--- config.mk ---
export PLATFORM = sky130hd
export DESIGN_NAME = moving_average_filter
export DESIGN_NICKNAME = d
export VERILOG_FILES = /design/src/rtl/audio_pkg.sv /design/src/rtl/sample_ring_buffer.sv /design/src/rtl/moving_average_filter.sv
export SDC_FILE = /design/constraint.sdc
export NUM_CORES = 1
export LEC_CHECK = 0
export CAP_MARGIN = 20
export CORE_MARGIN = 2
export CORE_UTILIZATION = 50
export CTS_CLUSTER_DIAMETER = 120
export DETAILED_ROUTE_END_ITERATION = 7
export GPL_ROUTABILITY_DRIVEN = 1
export MAX_ROUTING_LAYER = met4
export PLACE_DENSITY = 0.68
export SYNTH_ARGS = -nofsm -noshare
export SYNTH_HDL_FRONTEND = slang
export SYNTH_HIERARCHICAL = 1
export SYNTH_SLANG_ARGS = --single-unit
export TNS_END_PERCENT = 50
--- constraint.sdc ---
create_clock -name clk -period 4.5 [get_ports clk]
set_input_delay 0.9 -clock clk [delete_from_list [all_inputs] [get_ports clk]]
set_output_delay 0.9 -clock clk [all_outputs]
set_load 0.01 [all_outputs]
--- src/rtl/audio_pkg.sv ---
// audio_pkg: shared filter state encoding and accumulator width helper for the audio path.
package audio_pkg;
   typedef enum logic [2:0] {IDLE, CLEAR, SUB, ADD, OUT} filter_state_e;
   function automatic int sum_width(input int data_width, input int max_log2_depth);
      return data_width + max_log2_depth;
   endfunction
endpackage

--- src/rtl/sample_ring_buffer.sv ---
// sample_ring_buffer: window storage with write-and-advance pointer wrapping modulo 2^log2_len.
module sample_ring_buffer #(
   parameter int DataWidth = 12,
   parameter int MaxLog2Depth = 3,
   localparam int LW = $clog2(MaxLog2Depth + 1)
) (
   input  logic                        clk,
   input  logic                        reset,
   input  logic                        clear,
   input  logic                        write,
   input  logic [LW-1:0]               log2_len,
   input  logic signed [DataWidth-1:0] data,
   output logic signed [DataWidth-1:0] oldest
);
   logic signed [DataWidth-1:0] mem [2**MaxLog2Depth];
   logic [MaxLog2Depth-1:0] ptr, mask;
   assign mask = ~({MaxLog2Depth{1'b1}} << log2_len);
   assign oldest = mem[ptr];
   always_ff @(posedge clk) begin
      if (reset || clear) begin
         for (int i = 0; i < 2**MaxLog2Depth; i++) mem[i] <= '0;
         ptr <= '0;
      end else if (write) begin
         mem[ptr] <= data;
         ptr <= (ptr + 1'b1) & mask;
      end
   end
endmodule

--- src/rtl/moving_average_filter.sv ---
// moving_average_filter: boxcar mean over the last 2^L samples, one output pulse per accepted input.
module moving_average_filter
   import audio_pkg::*;
#(
   parameter int DataWidth = 12,
   parameter int MaxLog2Depth = 3
) (
   input  logic                                 clk,
   input  logic                                 reset,
   input  logic [$clog2(MaxLog2Depth+1)-1:0]    lengthLog2,
   input  logic signed [DataWidth-1:0]          sampleIn,
   input  logic                                 sampleValidPulse,
   output logic signed [DataWidth-1:0]          sampleOut,
   output logic                                 sampleOutValidPulse,
   output logic                                 busy,
   output logic                                 overrunFlag
);
   localparam int LW = $clog2(MaxLog2Depth + 1);
   localparam int SW = sum_width(DataWidth, MaxLog2Depth);
   filter_state_e state;
   logic [LW-1:0] leff, cur_l;
   logic signed [SW-1:0] sum;
   logic signed [DataWidth-1:0] latched, oldest;
   assign leff = lengthLog2 > LW'(MaxLog2Depth) ? LW'(MaxLog2Depth) : lengthLog2;
   assign busy = state != IDLE;
   sample_ring_buffer #(.DataWidth(DataWidth), .MaxLog2Depth(MaxLog2Depth)) ring (
      .clk(clk),
      .reset(reset),
      .clear(state == CLEAR),
      .write(state == ADD),
      .log2_len(cur_l),
      .data(latched),
      .oldest(oldest)
   );
   always_ff @(posedge clk) begin
      if (reset) begin
         state <= IDLE;
         sum <= '0;
         cur_l <= '0;
         latched <= '0;
         sampleOut <= '0;
         sampleOutValidPulse <= 1'b0;
         overrunFlag <= 1'b0;
      end else begin
         sampleOutValidPulse <= 1'b0;
         // a pending window change outranks a simultaneous sample, which is lost
         if (sampleValidPulse && (state != IDLE || leff != cur_l)) overrunFlag <= 1'b1;
         case (state)
            IDLE:
               if (leff != cur_l) state <= CLEAR;
               else if (sampleValidPulse) begin
                  latched <= sampleIn;
                  state <= SUB;
               end
            CLEAR: begin
               sum <= '0;
               cur_l <= leff;
               state <= IDLE;
            end
            SUB: begin
               sum <= sum - SW'(oldest);
               state <= ADD;
            end
            ADD: begin
               sum <= sum + SW'(latched);
               state <= OUT;
            end
            OUT: begin
               sampleOut <= DataWidth'(sum >>> cur_l);
               sampleOutValidPulse <= 1'b1;
               state <= IDLE;
            end
            default: state <= IDLE;
         endcase
      end
   end
endmodule

==> results of run 1 <==
per-layer routing:
layer,vias to the layer above,global-route usage (%)
li1,2310,-
met1,2438,31.0
met5,-,-
met3,28,4.23
met4,0,7.50
met2,143,34.9
cells in the final DEF, fill, tap and decap left out, types with 4 or more instances in the layout:
master,netlist,layout
nor2_1,41,41
o21ai_0,5,5
nor2b_1,5,5
inv_1,9,9
edfxtp_1,96,96
nand2_1,33,33
mux4_2,12,12
nand2b_1,17,17
mux4_1,24,24
clkdlybuf4s50_1,0,31
clkbuf_16,0,17
and2_1,96,96
a21oi_1,39,39
a21o_1,6,6
xnor2_1,14,14
nor4_4,4,4
buf_4,1,12
nand3_1,14,14
a22oi_1,5,5
xor2_1,8,8
ha_1,16,16
a22o_1,7,7
mux2i_1,15,15
dfxtp_1,52,51
mux2_2,12,12
inv_6,0,5
nor4_1,4,4
final cells by class:
type | instances | area, sq um
multi-input combinational | 418 | 3490
inverter | 11 | 43.8
sequential | 148 | 3930
fill | 1176 | 6330
tap | 188 | 235
clock inverter | 13 | 170
timing repair buffer | 44 | 412
clock buffer | 18 | 429
where the power goes:
part / internal (mW) / total, mW / switching [mW]
Combinational: 0.181 / 0.418 / 0.237
Clock: 0.879 / 1.44 / 0.564
Sequential: 1.54 / 1.61 / 0.0632
Total: 2.60 / 3.47 / 0.864
metrics by stage:
| stage | setup slack (ps) | cells | utilization (%) | hold WS [ps] |
|---|---|---|---|---|
| 6_report | 264 | 840 | 57.9 | 451 |
| 5_1_grt | 43.2 | 840 | 57.9 | 474 |
| 4_1_cts | 127 | 840 | 57.8 | 454 |
| 3_5_place_dp | 147 | 809 | 53.8 | 446 |
| 3_3_place_gp | 284 | 809 | 53.8 | 443 |
| 2_1_floorplan | 424 | 609 | - | 434 |
registers in the layout, indices dropped and copies added, names as in the netlist, named ones only:
signal,flops
overrunFlag,1
ring/mem,96
ring/ptr,3
sum,15
sampleOut,12
sampleOutValidPulse,1
cur_l,2
latched,12
state,3
cell families (layout without fill, tap and decap cells):
group	Yosys count	in the layout
adders and majority gates	17	17
buffers and inverters	43	86
AOI/OAI and AO/OA	81	81
and+or+nand+nor	235	235
xor gates and xnor gates	22	22
DFF	148	148
muxes	63	63
worst max path at each step:
stage              start      end  cells after the start
6_report       flip-flop  sum[11]                     17
5_1_grt        flip-flop  sum[13]                     17
4_1_cts        flip-flop  sum[11]                     17
3_5_place_dp   flip-flop  sum[13]                     17
3_3_place_gp   flip-flop  sum[13]                     17
2_1_floorplan  flip-flop  sum[13]                     18
critical path, cell delays in order, from the launching register on:
cell and delay [ps]:
dfxtp_4 390, buf_4 140, mux4_1 550, mux2_2 290, inv_1 60, ha_1 160, or3b_4 410, nor3_4 190
xor2_1 170, a21oi_1 90, ha_1 340, a21o_1 180, a21o_1 180, a221o_1 320, a31oi_4 200, o21ai_1 120
xnor2_1 140, a22o_1 190
==> flow_summary_export.csv, run 1 <==
group,metric,value,unit
global_routing,antenna_found_initial,0,
synth,synth_top_family_by_area,"simple AND/OR/NAND/NOR gates",
drt,drc,0,
min_path,worstHoldStart,"sampleOut[10]",
placement,gp_congestion,0.862,
finish,num_antenna_cells,0,
finish,area_growth,14.4,%
sta,finalHoldViolations,0,
sta,rsz0062_at_grt,"false",
sta,fmax,0.236,GHz
synth,synthMuxAreaShare,15.6,%
drt,wl_met1,7.56,mm
synth,syn_area,7610,sq um
synth,ys_ff_latch,148,
floorplan,die_h,127,um
synth,synth.area.top_cells,"edfxtp_1, dfxtp_1, mux4_1",
drt,top_layer,"met4",
placement,io_buffer_count,31,
drt,route.met2.wl,8.18,mm
synth,netlist_instances,609,
drt,drt_first_iter_violations,427,
floorplan,initial_core_util,50.6,%
synth,synth_common_cells,"and2_1, edfxtp_1, dfxtp_1",
clock_tree,cts_tree,"done",
sta,drv_slew,0,
finish,drive_gt1_share,12.6,%
min_path,whs_endpoint,"sampleOut[10]",
synth,async_flop_share,0,%
sta,relSlewSlack,36.1,%
clock_tree,clock-root-buffer,"clkbuf_16",
floorplan,core,15000,sq um
global_routing,grt_pass1_wl,26.9,mm
clock_tree,worstSkewPairLatency,420,ps
synth,yosysUniqueCellTypes,58,
clock_tree,cts_sinks,148,
power,power.leakage,3.40,nW
synth,yosys.area.top_type,"edfxtp_1",
drt,met3RoutedLength,741,um
min_path,min_path_type,"flip-flop to flip-flop",
flow_run,cap_violations,0,
outcome,run_status,"complete, no violations",
placement,dpl-instance-area,8090,sq um
sta,clock_skew,9.29,ps
drt,vias,4919,
clock_tree,cts_buffers,17,
drt,antenna_left,0,
synth,synth.avg_cell_area,12.5,sq um
setup_path,r2r_setup_slack,260,ps
synth,yosys.area_share.xor_xnor,2.53,%
floorplan,die_x,127,um
synth,synth-simple-area-share,18.0,%
drt,drt-vias-per-instance,5.86,
setup_path,critical_path_peak_fanout,6,
floorplan,io_pins,32,
setup_path,ff2ff_path_depth,17,
synth,yosys.area_share.adder,2.89,%
synth,synth_edf_count,96,
synth,yosysSeqAreaShare,51.6,%
synth,ys.flop_type,"edfxtp_1",
drt,drt_first_pass_iters,5,
placement,post-dp-hpwl,11.8,mm
power,p_per_area,398,nW/um^2
sta,worstMarginPinSlew,956,ps
sta,fin_crit,4240,ps
setup_path,critPathLaunchType,"flip-flop",
clock_tree,cts_buffer_depth,2,
drt,wl,16.8,mm
synth,synth_fp_nets,643,
setup_path,r2r-end,"sum[11]",
synth,synth_compound_area_share,6.71,%
power,total_power,3.47,mW
floorplan,dieArea,16200,sq um
drt,wl_per_cell,20.0,um
clock_tree,post_cts.repair.setup_buffers,0,
finish,finalInstanceArea,8710,sq um
sta,fin_crit_sh,94.1,%
sta,setup_viol,0,
synth,synth_top_area_share,37.9,%
setup_path,arrival,4540,ps
sta,tns,0,ps
synth,yosys_warnings,6,
clock_tree,htreeDepth,4,
min_path,min_path_cells,2,
clock_tree,ctsResizeCount,0,
floorplan,num_rows,45,
setup_path,cp.required,4810,ps
global_routing,grt_max_degree,41,
finish,nNetsFinal,674,
setup_path,end_kind,"flip-flop",
clock_tree,clk_pin_slew,60,ps
setup_path,critical_path_class,"flip-flop to flip-flop",
global_routing,grt_overflow,0,
global_routing,grt_pass1_vias,4958,
power,irDropWorstVdd,0.319,mV
global_routing,track_usage,22.8,%
clock_tree,holdBufCountCts,0,
(Power assumes the default switching activity.)
==> run 2: changes to the inputs <==
CORE_UTILIZATION = 51   (was 50)
PLACE_DENSITY = unset   (was 0.68)
PLACE_DENSITY_LB_ADDON = 0.05   (was unset)
clock period = 5.4 ns   (was 4.5 ns; I/O delays follow)
==> run 2 against run 1 <==
  * Total power is 18% lower
  * Sequential share of layout area is 0.31 points higher
  * Fmax is 8.8% lower
  * Largest cell class unchanged
  * Highest routed layer unchanged
==> flow_summary_export.csv, run 2 (synthesis results as in run 1) <==
group,metric,value,unit
power,irDropWorstVdd,0.214,mV
power,power.leakage,3.36,nW
finish,final_util,59.4,%
setup_path,r2r_setup_slack,760,ps
clock_tree,cts_buffer_depth,2,
placement,gp_congestion,0.865,
finish,nNetsFinal,670,
clock_tree,ctsResizeCount,0,
setup_path,critPathLaunchType,"flip-flop",
sta,drv_slew,0,
sta,rsz0062_at_grt,"false",
power,p_per_area,330,nW/um^2
finish,fill_cells,1214,
setup_path,cp.required,5710,ps
min_path,min_path_type,"flip-flop to flip-flop",
sta,setup_viol,0,
sta,fmax,0.215,GHz
clock_tree,clock-root-buffer,"clkbuf_16",
global_routing,grt_pass1_wl,26.9,mm
floorplan,die_x,126,um
setup_path,critical_path_class,"flip-flop to flip-flop",
finish,final_cell_mix,"and2_1, edfxtp_1, dfxtp_1",
floorplan,die_h,126,um
sta,tns,0,ps
floorplan,core,14500,sq um
finish,instances_no_fill,833,
floorplan,io_pins,32,
sta,worst_hold_slack,450,ps
sta,fin_crit,4640,ps
drt,drt-vias-per-instance,5.74,
setup_path,end_kind,"flip-flop",
drt,antenna_left,0,
sta,fin_crit_sh,86.0,%
clock_tree,clk_pin_slew,60,ps
sta,finalHoldViolations,0,
floorplan,num_rows,44,
global_routing,grt_max_degree,41,
finish,largest_reg_flops,96,
global_routing,grt_pass1_vias,4753,
finish,drive_gt1_share,12.0,%
sta,relSlewSlack,37.2,%
placement,dpl-instance-area,8060,sq um
outcome,run_status,"complete, no violations",
sta,clock_skew,7.90,ps
sta,worstMarginPinSlew,941,ps
flow_run,cap_violations,0,
setup_path,arrival,4950,ps
clock_tree,htreeDepth,4,
finish,num_antenna_cells,0,
clock_tree,cts_buffers,17,
clock_tree,cts_tree,"done",
drt,drc,0,
drt,wl,16.8,mm
global_routing,grt_overflow,0,
drt,drt_first_pass_iters,5,
placement,io_buffer_count,31,
finish,area_growth,13.5,%
finish,largest_register,"ring/mem",
drt,vias,4778,
floorplan,initial_core_util,52.4,%
clock_tree,post_cts.repair.setup_buffers,0,
global_routing,antenna_found_initial,0,
drt,drt_first_iter_violations,336,
drt,wl_per_cell,20.2,um
clock_tree,cts_sinks,148,
global_routing,track_usage,23.1,%
finish,finalInstanceArea,8640,sq um
floorplan,dieArea,15900,sq um
placement,post-dp-hpwl,11.8,mm
placement,place_inst,801,
clock_tree,holdBufCountCts,0,
setup_path,critical_path_peak_fanout,9,
finish,largestRegisters,"ring/mem (96), sum (15)",
clock_tree,worstSkewPairLatency,420,ps
[run 2: changes by cell type in the layout (fill, tap and decap cells not counted), sizes merged]
cell	change
buf	-4
bufinv	-1
clkinvlp	+3
clkbuf	+1
inv	-2
[run 2: final cells by class]
cell class	count	area [sq um]	area share, %
Clock inverter	13	150	1.74
Timing Repair Buffer	40	378	4.37
Sequential cell	148	3920	45.4
Multi-Input combinational cell	418	3480	40.3
Clock buffer	19	433	5.01
Tap cell	184	230	2.67
Inverter	11	43.8	0.507
[run 2: routing by layer]
layer	wire length [um]	track usage (%)	vias to the layer above
li1	-	-	2300
met1	7940	32.5	2363
met2	7870	34.4	95
met3	728	3.87	20
met4	272	7.63	0
met5	0	-	-
[run 2: final timing paths]
check                                  start            to  cells after the start
worst min register to register  sampleOut[7]  sampleOut[7]                      2
worst max register to register     flip-flop       sum[12]                     15
worst min-delay path            sampleOut[7]  sampleOut[7]                      2
worst max-delay path               flip-flop       sum[12]                     15
[run 2: through the flow]
| step | total power [mW] | setup WS, ps |
|---|---|---|
| 6_report | 2.85 | 755 |
| 5_1_grt | 2.97 | 471 |
| 3_3_place_gp | 1.70 | 907 |
| 3_5_place_dp | 1.71 | 860 |
| 2_1_floorplan | 1.60 | 1320 |
| 4_1_cts | 2.88 | 833 |
[run 2: where the power goes]
part | leakage [nW] | total (mW) | internal, mW | switching, mW
combinational | 1.64 | 0.350 | 0.150 | 0.200
sequential | 1.45 | 1.33 | 1.29 | 0.0493
clock | 0.272 | 1.17 | 0.687 | 0.483
[run 2: critical path: stages, from the launching register on]
cell and delay [ps]:
dfxtp_1 610, mux4_1 630, mux2_2 290, or3_1 440, nor4_1 570, nand2b_1 140, xnor2_1 150, a21oi_1 160
ha_1 290, a21oi_1 240, nand2_1 80, o21a_1 200, nand2b_1 180, a31oi_1 240, xnor2_1 100, a22o_1 210
==> run 3: changes to the inputs <==
SETUP_SLACK_MARGIN = 0.02   (was unset)
==> results of run 3 <==
No change in the layout: final DEF, timing and power equal those of run 2.
